[config.mk]
export PLATFORM = sky130hd
export DESIGN_NAME = fsk_mod_ctrl
export DESIGN_NICKNAME = d
export VERILOG_FILES = /design/src/rtl/fsk_pkg.sv /design/src/rtl/fsk_phase_acc.sv /design/src/rtl/fsk_mod_ctrl.sv
export SDC_FILE = /design/constraint.sdc
export NUM_CORES = 1
export LEC_CHECK = 0
export ABC_AREA = 1
export CORE_ASPECT_RATIO = 0.6
export CORE_MARGIN = 2
export CORE_UTILIZATION = 37
export CTS_CLUSTER_DIAMETER = 30
export CTS_CLUSTER_SIZE = 24
export DETAILED_ROUTE_END_ITERATION = 7
export GPL_TIMING_DRIVEN = 1
export HOLD_SLACK_MARGIN = 0.12
export PLACE_DENSITY = 0.65
export SKIP_CTS_REPAIR_TIMING = 1
export SLEW_MARGIN = 20
export SYNTH_ARGS = -nofsm -noshare
export SYNTH_HDL_FRONTEND = slang
export SYNTH_SLANG_ARGS = --single-unit
[constraint.sdc]
create_clock -name clk -period 3.05 [get_ports clk]
set_input_delay 0.305 -clock clk [delete_from_list [all_inputs] [get_ports clk]]
set_output_delay 0.305 -clock clk [all_outputs]
set_load 0.02 [all_outputs]
[src/rtl/fsk_pkg.sv]
// Shared types and default constants for the FSK modulator controller.
package fsk_pkg;

  typedef enum logic {
    ST_IDLE = 1'b0,
    ST_RUN  = 1'b1
  } fsk_state_e;

  localparam int unsigned FSK_ADDR_W = 10;
  localparam int unsigned FSK_STEP0  = 1;
  localparam int unsigned FSK_STEP1  = 2;
  localparam int unsigned FSK_CNT_W  = 16;

endpackage

[src/rtl/fsk_phase_acc.sv]
// Carrier phase accumulator: wraps naturally at 2^ADDR_W and holds while disabled.
module fsk_phase_acc
  import fsk_pkg::*;
#(
  parameter int unsigned ADDR_W = FSK_ADDR_W
) (
  input  logic              clk,
  input  logic              rst_n,
  input  logic              i_en,
  input  logic [ADDR_W-1:0] i_step,
  output logic [ADDR_W-1:0] o_addr
);

  logic [ADDR_W-1:0] r_addr;

  always_ff @(posedge clk or negedge rst_n) begin
    if (!rst_n) begin
      r_addr <= '0;
    end else if (i_en) begin
      r_addr <= r_addr + i_step;
    end
  end

  assign o_addr = r_addr;

endmodule

[src/rtl/fsk_mod_ctrl.sv]
// Binary FSK modulator controller: symbol timing, bit handshake and
// phase-continuous carrier ROM addressing.
module fsk_mod_ctrl
  import fsk_pkg::*;
#(
  parameter int unsigned ADDR_W   = FSK_ADDR_W,
  parameter int unsigned BAUD_DIV = 1024,
  parameter int unsigned STEP0    = FSK_STEP0,
  parameter int unsigned STEP1    = FSK_STEP1
) (
  input  logic              clk,
  input  logic              rst_n,
  input  logic              en,
  input  logic              bit_in,
  input  logic              bit_valid,
  output logic              bit_ready,
  output logic [ADDR_W-1:0] rom_addr,
  output logic              carrier_sel,
  output logic              busy,
  output logic              underrun
);

  localparam logic [FSK_CNT_W-1:0] CNT_LOAD = FSK_CNT_W'(BAUD_DIV - 1);
  localparam logic [FSK_CNT_W-1:0] CNT_ONE  = FSK_CNT_W'(1);

  fsk_state_e           r_state;
  fsk_state_e           w_state_nxt;
  logic [FSK_CNT_W-1:0] r_cnt;
  logic [FSK_CNT_W-1:0] w_cnt_nxt;
  logic                 r_sel;
  logic                 w_sel_nxt;
  logic                 r_underrun;
  logic                 w_underrun_nxt;
  logic                 w_cnt_zero;
  logic                 w_xfer;
  logic                 w_acc_en;
  logic [ADDR_W-1:0]    w_step;

  assign w_cnt_zero = (r_cnt == '0);
  assign bit_ready  = en && ((r_state == ST_IDLE) || w_cnt_zero);
  assign w_xfer     = bit_ready && bit_valid;

  always_ff @(posedge clk or negedge rst_n) begin
    if (!rst_n) begin
      r_state    <= ST_IDLE;
      r_cnt      <= '0;
      r_sel      <= 1'b0;
      r_underrun <= 1'b0;
    end else begin
      r_state    <= w_state_nxt;
      r_cnt      <= w_cnt_nxt;
      r_sel      <= w_sel_nxt;
      r_underrun <= w_underrun_nxt;
    end
  end

  always_comb begin
    w_state_nxt    = r_state;
    w_cnt_nxt      = r_cnt;
    w_sel_nxt      = r_sel;
    w_underrun_nxt = 1'b0;
    if (en) begin
      case (r_state)
        ST_IDLE: begin
          if (w_xfer) begin
            w_sel_nxt   = bit_in;
            w_cnt_nxt   = CNT_LOAD;
            w_state_nxt = ST_RUN;
          end
        end
        ST_RUN: begin
          if (!w_cnt_zero) begin
            w_cnt_nxt = r_cnt - CNT_ONE;
          end else if (w_xfer) begin
            // Next symbol starts on the same edge the last one ends: no gap.
            w_sel_nxt = bit_in;
            w_cnt_nxt = CNT_LOAD;
          end else begin
            w_state_nxt    = ST_IDLE;
            w_underrun_nxt = 1'b1;
          end
        end
        default: w_state_nxt = ST_IDLE;
      endcase
    end
  end

  // Step uses the select of the symbol being finished, so the last cycle of
  // a symbol still advances at that symbol's frequency.
  assign w_step   = r_sel ? ADDR_W'(STEP1) : ADDR_W'(STEP0);
  assign w_acc_en = en && (r_state == ST_RUN);

  fsk_phase_acc #(
    .ADDR_W(ADDR_W)
  ) u_phase_acc (
    .clk   (clk),
    .rst_n (rst_n),
    .i_en  (w_acc_en),
    .i_step(w_step),
    .o_addr(rom_addr)
  );

  assign carrier_sel = r_sel;
  assign busy        = (r_state == ST_RUN);
  assign underrun    = r_underrun;

endmodule

* Word-level counts from Yosys, hierarchy flattened *
Index checks and enable logic that the tools add are counted.

word-level totals
  bits in registers = 29
  input port bits = 5
  output and inout port bits = 14
  logic and storage cells = 29

cells by class
  add/subtract/negate cells = 2
  eq/ne operators = 1
  muxes and demuxes = 14
  bitwise logic cells = 1
  reductions and logical operators = 6

operators by type and width
  kind                                                                      count
  16-bit 2-to-1 mux                                                         2
  16-bit one-hot mux with 2 select lines                                    1
  16-bit logical NOT                                                        1
  16-bit by 1-bit subtractor with 16-bit output (second input constant)     1
  10-bit by 2-bit adder with 10-bit output                                  1
  1-bit 2-to-1 mux                                                          8
  1-bit one-hot mux with 2 select lines                                     2
  1-bit logical AND                                                         3
  2-bit 2-to-1 mux                                                          1
  2-bit by 1-bit inequality test with 1-bit output (second input constant)  1
  2-bit AND reduction                                                       1
  1-bit logical OR                                                          1
  1-bit inverter                                                            1

* Longest topological paths before layout *
Gate-level depths: netlist of run 1.

  word-level depth = 8
  depth in mapped cells = 13
  depth with buffers taken out = 12

* Cells and area by module *
A second synthesis of run 1 with hierarchy kept.

second synthesis, totals
  cells, all modules = 286
  area total of the unflattened synthesis = 2120.8 µm²

modules (own cells, without submodules)
  module         times used  cells each  area each (µm²)  sequential area each (µm²)
  fsk_mod_ctrl   1           169         1266.2           475.5
  fsk_phase_acc  1           117         854.6            250.2

* Least setup slack after synthesis of run 1 *
No wires, ideal clock.

  path kind = reg-to-reg
  from = reg r_sel (netlist: carrier_sel)
  to = reg u_phase_acc.r_addr[8] (netlist: u_phase_acc.o_addr[8])
  setup time = 0.129 ns
  arrival time = 1.496 ns
  data required time = 2.921 ns
  slack = 1.424 ns
  stages on the path, launching flop included = 8
  buffers on the path = 0
  period minus slack after synthesis = 1.626 ns
  path through = dfrtp_1 -> inv_1 -> ha_1 -> fa_1 -> nand3_1 -> nor2_1 -> nand3_1 -> xnor2_1

between the ends
  word-level cells in the longest chain between the ends = 2

ends and longest elaborated chain
  what                                      RTL line             RTL
  from (decl)                               fsk_mod_ctrl.sv:30   logic r_sel;
  from (signal assigned)                    fsk_mod_ctrl.sv:52   r_sel <= w_sel_nxt;
  2-bit 2-to-1 mux                          fsk_mod_ctrl.sv:90   assign w_step = r_sel ? ADDR_W'(STEP1) : ADDR_W'(STEP0);
  10-bit by 2-bit adder with 10-bit output  fsk_phase_acc.sv:20  r_addr <= r_addr + i_step;
  to (signal assigned)                      fsk_phase_acc.sv:20
  to (decl)                                 fsk_phase_acc.sv:14  logic [ADDR_W-1:0] r_addr;

No other way between the ends.
A chain may end at the register's enable or synchronous reset.

* Final worst setup path of run 1 *
  from = reg r_cnt[0]
  to = out bit_ready

between the ends
  word-level cells in the longest chain between the ends = 3

ends and longest elaborated chain
  what                    RTL line            RTL
  from (decl)             fsk_mod_ctrl.sv:28  logic [FSK_CNT_W-1:0] r_cnt;
  from (signal assigned)  fsk_mod_ctrl.sv:51  r_cnt <= w_cnt_nxt;
  16-bit logical NOT      fsk_mod_ctrl.sv:39  assign w_cnt_zero = (r_cnt == '0);
  1-bit logical OR        fsk_mod_ctrl.sv:40  assign bit_ready = en && ((r_state == ST_IDLE) || w_cnt_zero);
  1-bit logical AND       fsk_mod_ctrl.sv:40
  to (decl)               fsk_mod_ctrl.sv:16  output logic bit_ready,

No other way between the ends.

==> flow_metrics.tcl, run 1 <==
set metrics [dict create \
    grt_pass1_wl_um 6120 \
    synth-main-ff-cell "dfrtp_1" \
    hold_viol 0 \
    cts_buffer_depth 2 \
    viasPerCell 4.524 \
    rsz0062_at_grt "false" \
    path_cells "inv_1 -> ha_1 -> inv_1 -> nor2_1 -> nand2_1 -> nor2_2 -> nand2_2 -> nand2_4 -> nand2_1 -> inv_1 -> clkdlybuf4s50_1" \
    syn_inst 223 \
    path_buf_inv 4 \
    io_pins 19 \
    cp_slowest_cell "clkdlybuf4s50_1" \
    core-area_um2 4541 \
    setup_tns_ns 0 \
    wl_per_cell_um 11.56 \
    drcViolationCount 0 \
    clock-sinks 29 \
    required_ns 2.74 \
    grt_overflow 0 \
    num-nets-final 255 \
    place_inst 301 \
    fp.dieW_um 92.26 \
    drtIter0Drc 54 \
    endpoint_kind "output pin" \
    first_pass_iters 4 \
    synth_nets 233 \
    antenna_found_initial 0 \
    gp_congestion 0.7883 \
    rows 19 \
    start_util_pct 38.08 \
    wl_um 3573 \
    ys_seq_elements 29 \
    p_leak_nw 1.016 \
    grt_max_degree 30 \
    slowest_delay_ns 0.59 \
    cts_buffers 5 \
    dpl.hpwl_um 2628 \
    ant_nets 0 \
    synth_edf_count 0 \
    ys_seq_area_share_pct 41.97 \
    worstSetupPathType "flip-flop to output pin" \
    dieArea_um2 5254 \
    io_buffers 18 \
    instances_no_fill 309 \
    cts_tree "yes" \
    critPathMaxFanout 7 \
    fillers 456 \
    slew_headroom_pct 75.44 \
    irDropWorstVdd_v 0.0004322 \
    finalCritPeriodShare_pct 83.46 \
    async_flop_share_pct 100.0 \
    drive_gt1_share_pct 11.38 \
    syn_area_um2 1729 \
    die_h_um 56.96 \
    power_density_nw_per_um2 656.1 \
    area_delta_synth_final_pct 18.02 \
    cap_violations 0 \
    h-tree-depth 2 \
    fmax_mhz 392.9 \
    hold_path_class "input port to asynchronous set/reset pin" \
    root_buffer "clkbuf_8" \
    utilization_pct 44.94 \
    crit_top_cell "inv_1" \
    synth_cell_type_count 28 \
    slew_violations 0 \
    fin_skew_ns 0.007054 \
    setup_viol 0 \
    status "completed" \
    postSynthAreaPerCell_um2 7.754 \
    fin_hold_ws_ns 0.4155 \
    yosys_warnings 0 \
    arrival_ns 2.24 \
    grt_pass1_vias 1253 \
    clk_pin_slew_worst_paths_ns 0.07 \
    critPathTopFamily "buffers and inverters" \
    grtUsageTotal_pct 14.79 \
    worst_pin_slew_ns 0.3683 \
    startpoint_type "flip-flop" \
    worstSkewPairLatency_ns 0.28 \
    diodes 0 \
    vias 1398 \
    post-route-min-period_ns 2.545 \
]
==> cell usage in the layout (no fill, tap or decap), types with 2 or more instances in the layout <==
cell type	n
xor2_1	6
o21ai_0	3
o21ai_1	2
nor3_1	2
nand2_1	55
nand3_2	2
clkdlybuf4s50_1	18
nand3_1	23
clkbuf_8	5
dfrtp_1	29
nand2_2	3
nor2_2	8
clkinv_2	2
xnor2_1	3
a21oi_1	5
ha_1	4
inv_1	32
nand4_1	6
nor2_1	27
==> sequential cells by signal, summed over array words and instances, names as in the netlist <==
| register | count |
|---|---|
| r_cnt | 16 |
| u_phase_acc.o_addr | 10 |
| busy | 1 |
| carrier_sel | 1 |
| underrun | 1 |
==> cell usage after synthesis, types with 2 or more instances <==
master | instances | area, µm²
nor3_1 | 2 | 10.01
inv_1 | 32 | 120.1
nand2_1 | 55 | 206.5
o21ai_0 | 3 | 15.01
nor2_2 | 8 | 50.05
xnor2_1 | 3 | 26.28
nand3_1 | 23 | 115.1
nand4_1 | 6 | 37.54
o21ai_1 | 2 | 10.01
nand3_2 | 2 | 20.02
dfrtp_1 | 29 | 725.7
ha_1 | 4 | 50.05
a21oi_1 | 5 | 25.02
nand2_2 | 3 | 18.77
nor2_1 | 27 | 101.4
buf_6 | 2 | 22.52
xor2_1 | 6 | 52.55
==> routing by layer <==
layer / vias up / track usage (%) / part of all wire [%]
li1: 740 / - / -
met1: 634 / 24.94 / 59
met2: 22 / 17.96 / 36
met3: 2 / 4.227 / 4.1
met4: 0 / 3.198 / 0.59
met5: - / 0 / 0
==> final cells by class <==
class,count,area [µm²],area share [%]
clock inverters,3,17.52,0.8584
clock buffers,5,68.82,3.372
flip-flops and latches,29,725.7,35.56
well taps,63,78.83,3.863
repair buffers,19,187.7,9.197
multi-input cells,157,838.3,41.08
inverters,33,123.9,6.070
==> power by group <==
group	total (W)	internal (W)	switching (W)	leakage [nW]
registers	0.000557	0.000464	0.0000926	0.345
logic	0.000473	0.000197	0.000276	0.626
clock network	0.000309	0.000157	0.000152	0.0439
==> path summary, 6_finish.rpt <==
check                                                   from                           endpoint  slack, ns  cells after the start
max                                     r_cnt[0]$_DFFE_PN0P_                          bit_ready       0.50                     11
min                                                    rst_n               r_cnt[4]$_DFFE_PN0P_       0.42                      2
max reg2reg                             r_cnt[0]$_DFFE_PN0P_              r_cnt[10]$_DFFE_PN0P_       1.04                     11
min reg2reg                u_phase_acc.o_addr[9]$_DFFE_PN0P_  u_phase_acc.o_addr[9]$_DFFE_PN0P_       0.47                      1
max in group asynchronous                              rst_n              r_cnt[12]$_DFFE_PN0P_       2.36                      2
min in group clk           u_phase_acc.o_addr[9]$_DFFE_PN0P_  u_phase_acc.o_addr[9]$_DFFE_PN0P_       0.47                      1
==> logic make-up (layout without fill, tap and decap cells) <==
logic type / after synthesis / count (layout) / synth area share (%)
DFF: 29 / 29 / 41.97
adders and majority gates: 5 / 5 / 4.052
xor gates and xnor gates: 9 / 9 / 4.559
buffers and inverters: 37 / 60 / 9.551
AOI/OAI and AO/OA: 11 / 11 / 3.400
and+or+nand+nor: 132 / 132 / 36.47
==> stage by stage <==
step | setup slack (ns) | total power, W | instance area [µm²]
after floorplan | 1.424 | 0.0008647 | 1729
after global placement | 0.8422 | 0.001033 | 1954
after detailed placement | 0.8163 | 0.001039 | 1954
after CTS | 0.4841 | 0.001357 | 2041
after global routing | 0.3014 | 0.001436 | 2041
final | 0.5045 | 0.001339 | 2041
No activity file was read; power rests on OpenSTA's default activity.
==> inputs of run 2 (changes only) <==
clock period = 2.4 ns   (was 3.05 ns; I/O delays follow)
==> flow_metrics.tcl, run 2 (same netlist as run 1, synthesis figures left out) <==
set metrics [dict create \
    irDropWorstVdd_v 0.0004995 \
    antenna_found_initial 0 \
    vias 1463 \
    finalCritPeriodShare_pct 82.33 \
    fin_skew_ns 0.006510 \
    wl_um 3658 \
    worstSetupPathType "flip-flop to output pin" \
    drtIter0Drc 118 \
    largest_reg_flops 16 \
    io_buffers 18 \
    root_buffer "clkbuf_8" \
    required_ns 2.16 \
    cts_tree "yes" \
    viasPerCell 4.704 \
    worst_pin_slew_ns 0.3660 \
    die_h_um 56.96 \
    grt_pass1_vias 1334 \
    grt_max_degree 30 \
    critPathMaxFanout 4 \
    clk_pin_slew_worst_paths_ns 0.07 \
    cts_buffer_depth 2 \
    rsz0062_at_grt "false" \
    ant_nets 0 \
    rr_endpoint "r_cnt[14]$_DFFE_PN0P_" \
    grt_pass1_wl_um 6417 \
    setup_viol 0 \
    grt_overflow 0 \
    r2r_slack_ns 0.54 \
    drive_gt1_share_pct 11.69 \
    dpl.hpwl_um 2697 \
    arrival_ns 1.74 \
    first_pass_iters 4 \
    rows 19 \
    r2r_cells 10 \
    slew_violations 0 \
    mostFrequentLayoutCells "nand2_1, inv_1, dfrtp_1" \
    fmax_mhz 506.1 \
    largest-register "r_cnt" \
    drcViolationCount 0 \
    utilization_pct 45.25 \
    startpoint_type "flip-flop" \
    wl_per_cell_um 11.76 \
    clock-sinks 29 \
    core-area_um2 4541 \
    num-nets-final 257 \
    hold_viol 0 \
    final_common_cell "nand2_1" \
    worstSkewPairLatency_ns 0.29 \
    cts_buffers 5 \
    startpoint "r_cnt[0]$_DFFE_PN0P_" \
    power_density_nw_per_um2 836.0 \
    start_util_pct 38.08 \
    cap_violations 0 \
    gp_congestion 0.8586 \
    status "completed" \
    slew_headroom_pct 75.60 \
    post-route-min-period_ns 1.976 \
    r2r-start "r_cnt[0]$_DFFE_PN0P_" \
    diodes 0 \
    io_pins 19 \
    area_delta_synth_final_pct 18.81 \
    grtUsageTotal_pct 15.88 \
    p_leak_nw 1.040 \
    h-tree-depth 2 \
    fp.dieW_um 92.26 \
    hold_path_class "input port to asynchronous set/reset pin" \
    dieArea_um2 5254 \
    cp-endpoint "bit_ready" \
    endpoint_kind "output pin" \
    setup_tns_ns 0 \
]
run 2: power breakdown:
part / leakage, nW / internal (W) / switching (W)
clock network: 0.0450 / 0.000200 / 0.000195
registers: 0.345 / 0.000590 / 0.000113
logic: 0.650 / 0.000263 / 0.000356
total: 1.04 / 0.00105 / 0.000664
run 2: worst min-delay path by stage:
stage / start / slack (ns) / cells after the start / endpoint
after floorplan: rst_n / -0.06 / 0 / busy$_DFFE_PN0P_
after global placement: u_phase_acc.o_addr[9]$_DFFE_PN0P_ / 0.46 / 1 / u_phase_acc.o_addr[9]$_DFFE_PN0P_
after detailed placement: u_phase_acc.o_addr[9]$_DFFE_PN0P_ / 0.46 / 1 / u_phase_acc.o_addr[9]$_DFFE_PN0P_
after CTS: rst_n / 0.36 / 2 / r_cnt[7]$_DFFE_PN0P_
after global routing: rst_n / 0.39 / 2 / r_cnt[7]$_DFFE_PN0P_
final: rst_n / 0.33 / 2 / r_cnt[7]$_DFFE_PN0P_
run 2: final cells by class:
| cell class | instances | area, µm² |
|---|---|---|
| well taps | 63 | 78.83 |
| clock buffers | 6 | 72.57 |
| inverters | 33 | 123.9 |
| fillers | 457 | 2486 |
| clock inverters | 2 | 10.01 |
| flip-flops and latches | 29 | 725.7 |
| multi-input cells | 157 | 838.3 |
| repair buffers | 21 | 205.2 |
run 2: critical path: stages, from the launching register on:
cell and delay (ns):
dfrtp_1 0.40, inv_1 0.08, ha_1 0.15, inv_1 0.05, nor2_1 0.08, nand2_1 0.06
nor2_2 0.09, nand2_2 0.09, nand2_4 0.09, nand2_1 0.07, inv_1 0.06, dlymetal6s2s_1 0.21
run 2: layer usage:
layer  GRT usage, %  wire length [µm]  vias to the layer above
met2          18.17              1335                       40
met3          5.416               253                        7
met5              0                 0                        -
met4          6.610                64                        0
li1               -                 -                      749
met1          25.80              2005                      667
run 2: per-stage QoR:
step	hold slack (ns)	std cells	setup slack (ns)	instance area (µm²)	power, W
2_1_floorplan	-0.05559	223	0.7741	1729	0.001099
3_3_place_gp	0.4556	303	0.3544	1969	0.001324
3_5_place_dp	0.4633	303	0.3267	1969	0.001337
4_1_cts	0.3590	311	0.02624	2052	0.001741
5_1_grt	0.3913	311	0.2470	2054	0.001851
6_report	0.3350	311	0.4240	2054	0.001718
